[src/rtl/uart_tx_arbiter.sv]
// Packet-atomic round-robin arbiter sharing one uart_tx among NREQ byte-stream requesters.
// A grant is held from a requester's first byte until its last byte, or until a stall timeout.
module uart_tx_arbiter #(
    parameter int unsigned NREQ    = 2,
    parameter int unsigned TIMEOUT = 1024
) (
    input  logic              clk,
    input  logic              reset,
    input  logic [NREQ-1:0]   req_valid,
    input  logic [8*NREQ-1:0] req_data,
    input  logic [NREQ-1:0]   req_last,
    output logic [NREQ-1:0]   req_ready,
    output logic [7:0]        uart_tx_data,
    output logic              uart_tx_write,
    input  logic              uart_tx_ready,
    output logic [NREQ-1:0]   grant,
    output logic              busy,
    output logic              timeout_err
);

    localparam int unsigned PW = (NREQ > 1) ? $clog2(NREQ) : 1;
    localparam int unsigned CW = (TIMEOUT > 0) ? $clog2(TIMEOUT + 1) : 1;

    typedef enum logic [1:0] {StIdle, StXfer, StStrobe, StGap} state_e;

    state_e          state_q, state_d;
    logic [PW-1:0]   ptr_q, ptr_d;
    logic [PW-1:0]   gidx_q, gidx_d;
    logic [NREQ-1:0] grant_q, grant_d;
    logic            busy_q, busy_d;
    logic [7:0]      data_q, data_d;
    logic            write_q, write_d;
    logic            terr_q, terr_d;
    logic            last_q, last_d;
    logic [CW-1:0]   stall_q, stall_d;

    logic            arb_found;
    logic [PW-1:0]   arb_idx;
    logic            cur_valid;
    logic            cur_last;
    logic [7:0]      cur_data;
    logic            accept;
    logic            stall_expire;

    function automatic logic [PW-1:0] wrap_idx(input logic [PW-1:0] p, input int unsigned off);
        int unsigned s;
        s = (32'(p) + off) % NREQ;
        return s[PW-1:0];
    endfunction

    // Search starts one past the last owner so every requester gets a turn.
    always_comb begin
        arb_found = 1'b0;
        arb_idx   = '0;
        for (int unsigned i = 1; i <= NREQ; i++) begin
            if (!arb_found && req_valid[wrap_idx(ptr_q, i)]) begin
                arb_found = 1'b1;
                arb_idx   = wrap_idx(ptr_q, i);
            end
        end
    end

    always_comb begin
        cur_data = 8'h00;
        for (int unsigned i = 0; i < NREQ; i++) begin
            if (gidx_q == PW'(i)) begin
                cur_data = req_data[8*i +: 8];
            end
        end
    end

    assign cur_valid    = req_valid[gidx_q];
    assign cur_last     = req_last[gidx_q];
    assign accept       = (state_q == StXfer) && cur_valid && uart_tx_ready;
    // UART backpressure never counts toward the stall timeout; only a silent owner does.
    assign stall_expire = (TIMEOUT != 0) && (state_q == StXfer) && !cur_valid &&
                          (stall_q == CW'(TIMEOUT - 1));

    always_ff @(posedge clk) begin
        if (reset) begin
            state_q <= StIdle;
            ptr_q   <= PW'(NREQ - 1);
            gidx_q  <= '0;
            grant_q <= '0;
            busy_q  <= 1'b0;
            data_q  <= 8'h00;
            write_q <= 1'b0;
            terr_q  <= 1'b0;
            last_q  <= 1'b0;
            stall_q <= '0;
        end else begin
            state_q <= state_d;
            ptr_q   <= ptr_d;
            gidx_q  <= gidx_d;
            grant_q <= grant_d;
            busy_q  <= busy_d;
            data_q  <= data_d;
            write_q <= write_d;
            terr_q  <= terr_d;
            last_q  <= last_d;
            stall_q <= stall_d;
        end
    end

    always_comb begin
        state_d = state_q;
        unique case (state_q)
            StIdle: begin
                if (arb_found) begin
                    state_d = StXfer;
                end
            end
            StXfer: begin
                if (accept) begin
                    state_d = StStrobe;
                end else if (stall_expire) begin
                    state_d = StIdle;
                end
            end
            StStrobe: state_d = StGap;
            StGap:    state_d = last_q ? StIdle : StXfer;
            default:  state_d = StIdle;
        endcase
    end

    always_comb begin
        ptr_d   = ptr_q;
        gidx_d  = gidx_q;
        grant_d = grant_q;
        busy_d  = busy_q;
        data_d  = data_q;
        write_d = 1'b0;
        terr_d  = 1'b0;
        last_d  = last_q;
        stall_d = stall_q;
        unique case (state_q)
            StIdle: begin
                if (arb_found) begin
                    gidx_d  = arb_idx;
                    grant_d = NREQ'(1) << arb_idx;
                    busy_d  = 1'b1;
                    stall_d = '0;
                end
            end
            StXfer: begin
                if (accept) begin
                    data_d  = cur_data;
                    write_d = 1'b1;
                    last_d  = cur_last;
                    stall_d = '0;
                end else if (stall_expire) begin
                    grant_d = '0;
                    busy_d  = 1'b0;
                    terr_d  = 1'b1;
                    ptr_d   = gidx_q;
                    stall_d = '0;
                end else if (!cur_valid) begin
                    stall_d = stall_q + CW'(1);
                end
            end
            StGap: begin
                // uart_tx lowers ready a cycle after the strobe, so ready is not looked at here.
                if (last_q) begin
                    ptr_d   = gidx_q;
                    grant_d = '0;
                    busy_d  = 1'b0;
                end
            end
            default: ;
        endcase
    end

    always_comb begin
        req_ready = '0;
        if (accept) begin
            req_ready[gidx_q] = 1'b1;
        end
    end

    assign uart_tx_data  = data_q;
    assign uart_tx_write = write_q;
    assign grant         = grant_q;
    assign busy          = busy_q;
    assign timeout_err   = terr_q;

endmodule

[config.mk]
export PLATFORM = sky130hd
export DESIGN_NAME = uart_tx_arbiter
export DESIGN_NICKNAME = d
export VERILOG_FILES = /design/src/rtl/uart_tx_arbiter.sv
export SDC_FILE = /design/constraint.sdc
export NUM_CORES = 1
export LEC_CHECK = 0
export CORE_AREA = 2 2 74 76
export CTS_CLUSTER_SIZE = 20
export DETAILED_ROUTE_END_ITERATION = 8
export DIE_AREA = 0 0 76 78
export PLACE_DENSITY_LB_ADDON = 0.12
export SLEW_MARGIN = 10
export SYNTH_ARGS = -nofsm -noshare
export SYNTH_HDL_FRONTEND = slang
export SYNTH_SLANG_ARGS = --single-unit
[constraint.sdc]
create_clock -name clk -period 2.58 [get_ports clk]
set_clock_uncertainty 0.2 [all_clocks]
set_input_delay 0.516 -clock clk [delete_from_list [all_inputs] [get_ports clk]]
set_output_delay 0.516 -clock clk [all_outputs]
set_load 0.01 [all_outputs]
==> metrics.cfg, run 1 <==
[synthesis]
synth-async-reset-ratio = 0
syn_avg_cell_area_sq_um = 8.79
synth_top_area_frac = 0.400
synth_area_sq_mm = 0.00145
yosysWarningCount = 0
synth_edf_count = 0
synth_cell_types = 42
yosysMostFrequentCell = dfxtp_1
syn-num-nets = 189
yosysSeqAreaShare = 0.400
yosys-top-cells-area = dfxtp_1 (40%), mux2i_1 (6.9%), nor2_1 (6.2%)
synth_top_flop_cell = dfxtp_1
synth_area_leader_cell = dfxtp_1
synthCells = 165
synth-seq-cells = 29
synthTopCellsByCount = dfxtp_1 (29), nor2_1 (24), nand2_1 (11), mux2i_1 (10), nand3_1 (10)

[grt]
grt_overflow = 0
grt_start_max_net_pins = 19
grt_usage = 0.136
antenna_found_initial = 0
grt_pass1_wl_um = 6490
grt_pass1_vias = 1458

[timing]
whs_ps = 241
timing.final.hold_violations = 0
max_clock_freq_mhz = 414
setup_viol_count_final = 0
period_minus_slack_ps = 2420
tightest_slew_ps = 393
worst_slack_ps = 162
rsz0062_at_grt = false
slew_headroom = 0.738
fin_crit_sh = 0.937
maxSlewViolCount = 0

[route]
vias = 1442
viasPerCell = 5.01
drc = 0
wl_per_cell_um = 12.9
postRouteWirelength_um = 3720
drt_iter0_drc = 77
first_pass_iters = 4
drtAntennaViolNets = 0

[cts]
clk_latency_ps = 280
cts_root_buffer = clkbuf_8
clk_path_buf_depth = 2
numCtsBuffers = 5
path_clk_slew_ps = 60
cts_tree = built
htreeDepth = 2
numClockSinks = 29

[finish]
n_antenna_cell = 0
seqCellArea_sq_um = 581
layout-drive-gt1-share = 0.147
multi_input_area_sq_um = 787
fillCellCount = 500
area_growth_pct = 44.7
final_util = 0.416
nets = 242

[power_and_ir_drop]
combPwrFrac = 0.194
p_int_uw = 792
p_switching_uw = 263
switching_share = 0.250
pwr-share-seq = 0.453
power_leakage_uw = 0.000781
p_clk_frac = 0.352
ir_drop_mv = 0.198
power.total_uw = 1060
pwr_density_cell_mw_per_mm2 = 503

[floorplan]
dieArea_sq_mm = 0.00593
pin_count = 38
start_util = 0.288
fp.dieH_um = 78
rows = 26
die_x_um = 76
coreArea_sq_mm = 0.00504

[placed_design]
hpwl_um = 2820
place_congestion = 0.783
port-buffer-count = 37
place_ws_ps = -181

[worst_setup_path]
crit_type = in2out
r2r_end = grant[0]$_SDFFE_PP0P_
worstSetupEndpointType = output pin
cp-start-kind = input pin
critPathArrivalTime_ps = 1700
crit_required_ps = 1860
worstPathMaxFanout = 3
crit-reg2reg-launch = stall_q[0]$_SDFFE_PP0P_
rr_worst_depth = 5
startpoint = req_valid[1]
cp-endpoint = req_ready[1]
r2r_setup_slack_ps = 480

[outcome]
status = finished, final reports clean

[hold_path]
min_path_type = reg2reg

[flow_run]
cap_violations = 0

[metal layers]
metal  routed length (um)  track usage
met5                    0            0
met2                 1800        0.240
met1                 1620        0.152
met4                   78       0.0582
met3                  221       0.0419
[critical path, stage by stage]
cell             delay [ps]
clkdlybuf4s50_1         430
mux2_4                  290
and3_1                  180
and2_1                  150
clkbuf_2                120
[state kept, by name, indices dropped and copies added, names as in the netlist, named ones only]
register / cells
state_q: 1
uart_tx_data: 8
timeout_err: 1
ptr_q: 1
stall_q: 11
grant: 2
gidx_q: 1
last_q: 1
busy: 1
uart_tx_write: 1
[area by class of cell]
type / count / share of cell area
multi-input cells: 118 / 0.375
flip-flops and latches: 29 / 0.277
repair buffers: 58 / 0.255
well taps: 70 / 0.0417
clock buffers: 7 / 0.0411
inverters: 6 / 0.0107
[worst min-delay path by stage]
stage,startpoint,depth (start not counted),endpoint
2_1_floorplan,stall_q[10]$_SDFFE_PP0P_,1,stall_q[10]$_SDFFE_PP0P_
3_3_place_gp,stall_q[10]$_SDFFE_PP0P_,1,stall_q[10]$_SDFFE_PP0P_
3_5_place_dp,stall_q[10]$_SDFFE_PP0P_,1,stall_q[10]$_SDFFE_PP0P_
4_1_cts,stall_q[10]$_SDFFE_PP0P_,1,stall_q[10]$_SDFFE_PP0P_
5_1_grt,stall_q[10]$_SDFFE_PP0P_,1,stall_q[10]$_SDFFE_PP0P_
6_report,stall_q[10]$_SDFFE_PP0P_,1,stall_q[10]$_SDFFE_PP0P_
[power by group through the flow]
stage	Clock [uW]	Sequential, uW	Combinational [uW]
2_1_floorplan	0	492	94.1
3_3_place_gp	0	487	205
3_5_place_dp	0	488	207
4_1_cts	390	478	208
5_1_grt	410	481	226
6_report	372	478	205
[layout by cell type (no fill, tap or decap), types with 2 or more instances in the layout]
master	Yosys	final
clkdlybuf4s50_1	0	35
dfxtp_1	29	29
mux2i_1	10	10
a211oi_1	9	9
nor2b_1	3	3
a221oi_1	2	2
nand3_1	10	10
o2111ai_1	2	2
inv_1	6	6
o21a_1	2	2
and4_1	2	2
buf_4	1	20
nor3_1	2	2
o2bb2ai_1	3	3
and3_1	4	4
nand2b_1	3	3
a21oi_1	4	4
a32oi_1	3	3
o21ai_0	3	3
nand2_1	11	11
clkbuf_8	0	6
nand4_1	3	3
a221o_1	2	2
nor2_1	24	24
[through the flow]
stage / instances / setup TNS, ps / instance area [sq um]
floorplan: 165 / 0 / 1450
global placement: 281 / -232 / 2020
detailed placement: 281 / -368 / 2020
CTS: 288 / 0 / 2100
global route: 288 / 0 / 2100
finish: 288 / 0 / 2100
[logic make-up (layout without fill, tap and decap cells)]
group	count (synthesis)	count (layout)	synth area share
flip-flops	29	29	0.400
buffers and inverters	18	71	0.0569
AO/OA/AOI/OAI	40	40	0.221
AND/OR/NAND/NOR	66	66	0.234
multiplexers	11	11	0.0794
adder cells (fa/ha/maj)	1	1	0.00863
[repair_timing]
action,in CTS,in global routing
hold buffers,0,0
setup buffers,0,0
pin swaps,0,0
endpoints found under the setup margin,2,1
endpoints found under the hold margin,0,0
gates resized for setup,2,2
Note: power is estimated with default switching activity, not from simulation.
==> inputs of run 2 (changes only) <==
- CORE_AREA: 2 2 74 76 -> 2 2 64 66
- DIE_AREA: 0 0 76 78 -> 0 0 66 68
- RECOVER_POWER: default -> 50
==> metrics.cfg, run 2 (synthesis results as in run 1) <==
[cts]
numCtsBuffers = 5  ; unchanged
htreeDepth = 2  ; unchanged
cts_tree = built
clk_path_buf_depth = 2  ; unchanged
clk_latency_ps = 280  ; about the same
cts_setup_buffers = 0  ; unchanged
numClockSinks = 29  ; unchanged
path_clk_slew_ps = 60  ; about the same
hold_buffers = 0  ; unchanged
cts_root_buffer = clkbuf_8

[floorplan]
start_util = 0.376  ; +0.0885
die_x_um = 66  ; -13%
rows = 23  ; -12%
coreArea_sq_mm = 0.00386  ; -24%
dieArea_sq_mm = 0.00449  ; -24%
fp.dieH_um = 68  ; -13%
pin_count = 38  ; unchanged

[timing]
period_minus_slack_ps = 2400  ; -17.7 ps
max_clock_freq_mhz = 417  ; +0.74%
slew_headroom = 0.426  ; -0.312
timing.final.hold_violations = 0  ; unchanged
finalSetupTns_ps = 0  ; unchanged
fin_crit_sh = 0.930  ; -0.00687
tightest_slew_ps = 861  ; +468 ps
maxSlewViolCount = 0  ; unchanged
setup_viol_count_final = 0  ; unchanged
rsz0062_at_grt = false

[route]
drtAntennaViolNets = 0  ; unchanged
first_pass_iters = 4  ; unchanged
postRouteWirelength_um = 3530  ; -5.1%
vias = 1393  ; -3.4%
drc = 0  ; unchanged
wl_per_cell_um = 13.3  ; +2.7%
drt_iter0_drc = 52  ; -32%
viasPerCell = 5.24  ; +4.6%

[finish]
layout-drive-gt1-share = 0.125  ; -0.0218
layout_commonest_cell = dfxtp_1
n_antenna_cell = 0  ; unchanged
multi_input_area_sq_um = 787  ; unchanged
fillCellCount = 383  ; -23%
top_register = stall_q
area_growth_pct = 39.9
nets = 239  ; -1.2%
final_util = 0.526  ; +0.110
mostFrequentLayoutCells = dfxtp_1 (29), nor2_1 (24), clkdlybuf4s50_1 (23)
seqCellArea_sq_um = 581  ; unchanged
largest_reg_flops = 11  ; unchanged

[outcome]
status = finished, final reports clean

[power_and_ir_drop]
power.total_uw = 1020  ; -3.3%
pwr_density_cell_mw_per_mm2 = 503  ; about the same
power_leakage_uw = 0.000788  ; +0.92%
p_clk_frac = 0.343  ; -0.009
p_switching_uw = 259  ; -1.8%
ir_drop_mv = 0.357  ; +80%
switching_share = 0.253  ; +0.00381
combPwrFrac = 0.189  ; -0.005
p_int_uw = 762  ; -3.8%
pwr-share-seq = 0.468  ; +0.015

[grt]
grt_usage = 0.174  ; +0.0377
antenna_found_initial = 0  ; unchanged
grt_overflow = 0  ; unchanged
grt_pass1_vias = 1331  ; -8.7%
grt_pass1_wl_um = 5840  ; -9.9%
grt_start_max_net_pins = 20  ; +1

[worst_setup_path]
cp-start-kind = input pin
crit_type = in2out
rr_worst_depth = 5  ; unchanged
crit-reg2reg-launch = stall_q[0]$_SDFFE_PP0P_
r2r_end = grant[0]$_SDFFE_PP0P_
worstSetupEndpointType = output pin
crit_required_ps = 1860  ; about the same
r2r_setup_slack_ps = 430  ; -50 ps
critPathArrivalTime_ps = 1680  ; -20 ps
worstPathMaxFanout = 3  ; unchanged

[hold_path]
holdPathStages = 1  ; unchanged
min_path_type = reg2reg
min_from = stall_q[10]$_SDFFE_PP0P_
hold_end = stall_q[10]$_SDFFE_PP0P_

[placed_design]
port-buffer-count = 37  ; unchanged
place_congestion = 0.813  ; +3.9%
hpwl_um = 2680  ; -5.1%

[flow_run]
cap_violations = 0  ; unchanged

run 2: changes by cell type in the layout (fill, tap and decap cells not counted), sizes merged:
cell           previous run  this run
clkdlybuf4s50            35        23
clkbuf                    8        10
dlygate4sd3               0        12
buf                      21        17
run 2: worst max-delay path by stage:
stage / startpoint / to
after floorplan: state_q[0]$_SDFFE_PP0P_ / req_ready[1]
after global routing: req_valid[0] / req_ready[1]
after CTS: req_valid[0] / req_ready[1]
after global placement: req_valid[0] / req_ready[1]
final: req_valid[0] / req_ready[1]
after detailed placement: req_valid[0] / req_ready[1]
run 2: power groups by stage:
stage / clock network, uW / logic [uW] / registers [uW]
finish: 350 / 193 / 478
global route: 390 / 211 / 480
CTS: 365 / 199 / 478
detailed placement: 0 / 198 / 488
global placement: 0 / 196 / 487
floorplan: 0 / 94.1 / 492
run 2: final cells by class:
| type | instances | area share |
|---|---|---|
| Tap cell | 50 | 0.0308 |
| Sequential cell | 29 | 0.286 |
| Clock buffer | 8 | 0.0395 |
| Inverter | 6 | 0.0111 |
| Multi-Input combinational cell | 118 | 0.388 |
| Timing Repair Buffer | 55 | 0.244 |
run 2: critical path, cell delays in order:
cell	delay [ps]
clkdlybuf4s50_1	410
mux2_4	290
and3_1	180
and2_1	160
clkbuf_2	130
run 2: stage by stage:
| step | area [sq um] | setup WS (ps) | cells | hold WS, ps |
|---|---|---|---|---|
| 2_1_floorplan | 1450 | 272 | 165 | 220 |
| 3_3_place_gp | 1960 | -178 | 258 | 229 |
| 3_5_place_dp | 1960 | -169 | 258 | 236 |
| 4_1_cts | 2040 | 18.5 | 266 | 245 |
| 5_1_grt | 2030 | 99.8 | 266 | 267 |
| 6_report | 2030 | 180 | 266 | 241 |
run 2: timing repair:
item | in CTS | in global routing
cloned | 0 | 0
gates resized for setup | 2 | 2
endpoints found under the setup margin | 2 | 1
hold endpoints to repair | 0 | 0
run 2: per-layer routing:
metal,track usage,vias up,wire length (um)
li1,-,711,-
met1,0.201,641,1580
met2,0.288,33,1710
met3,0.0625,8,176
met4,0.0816,0,72
met5,0,-,0
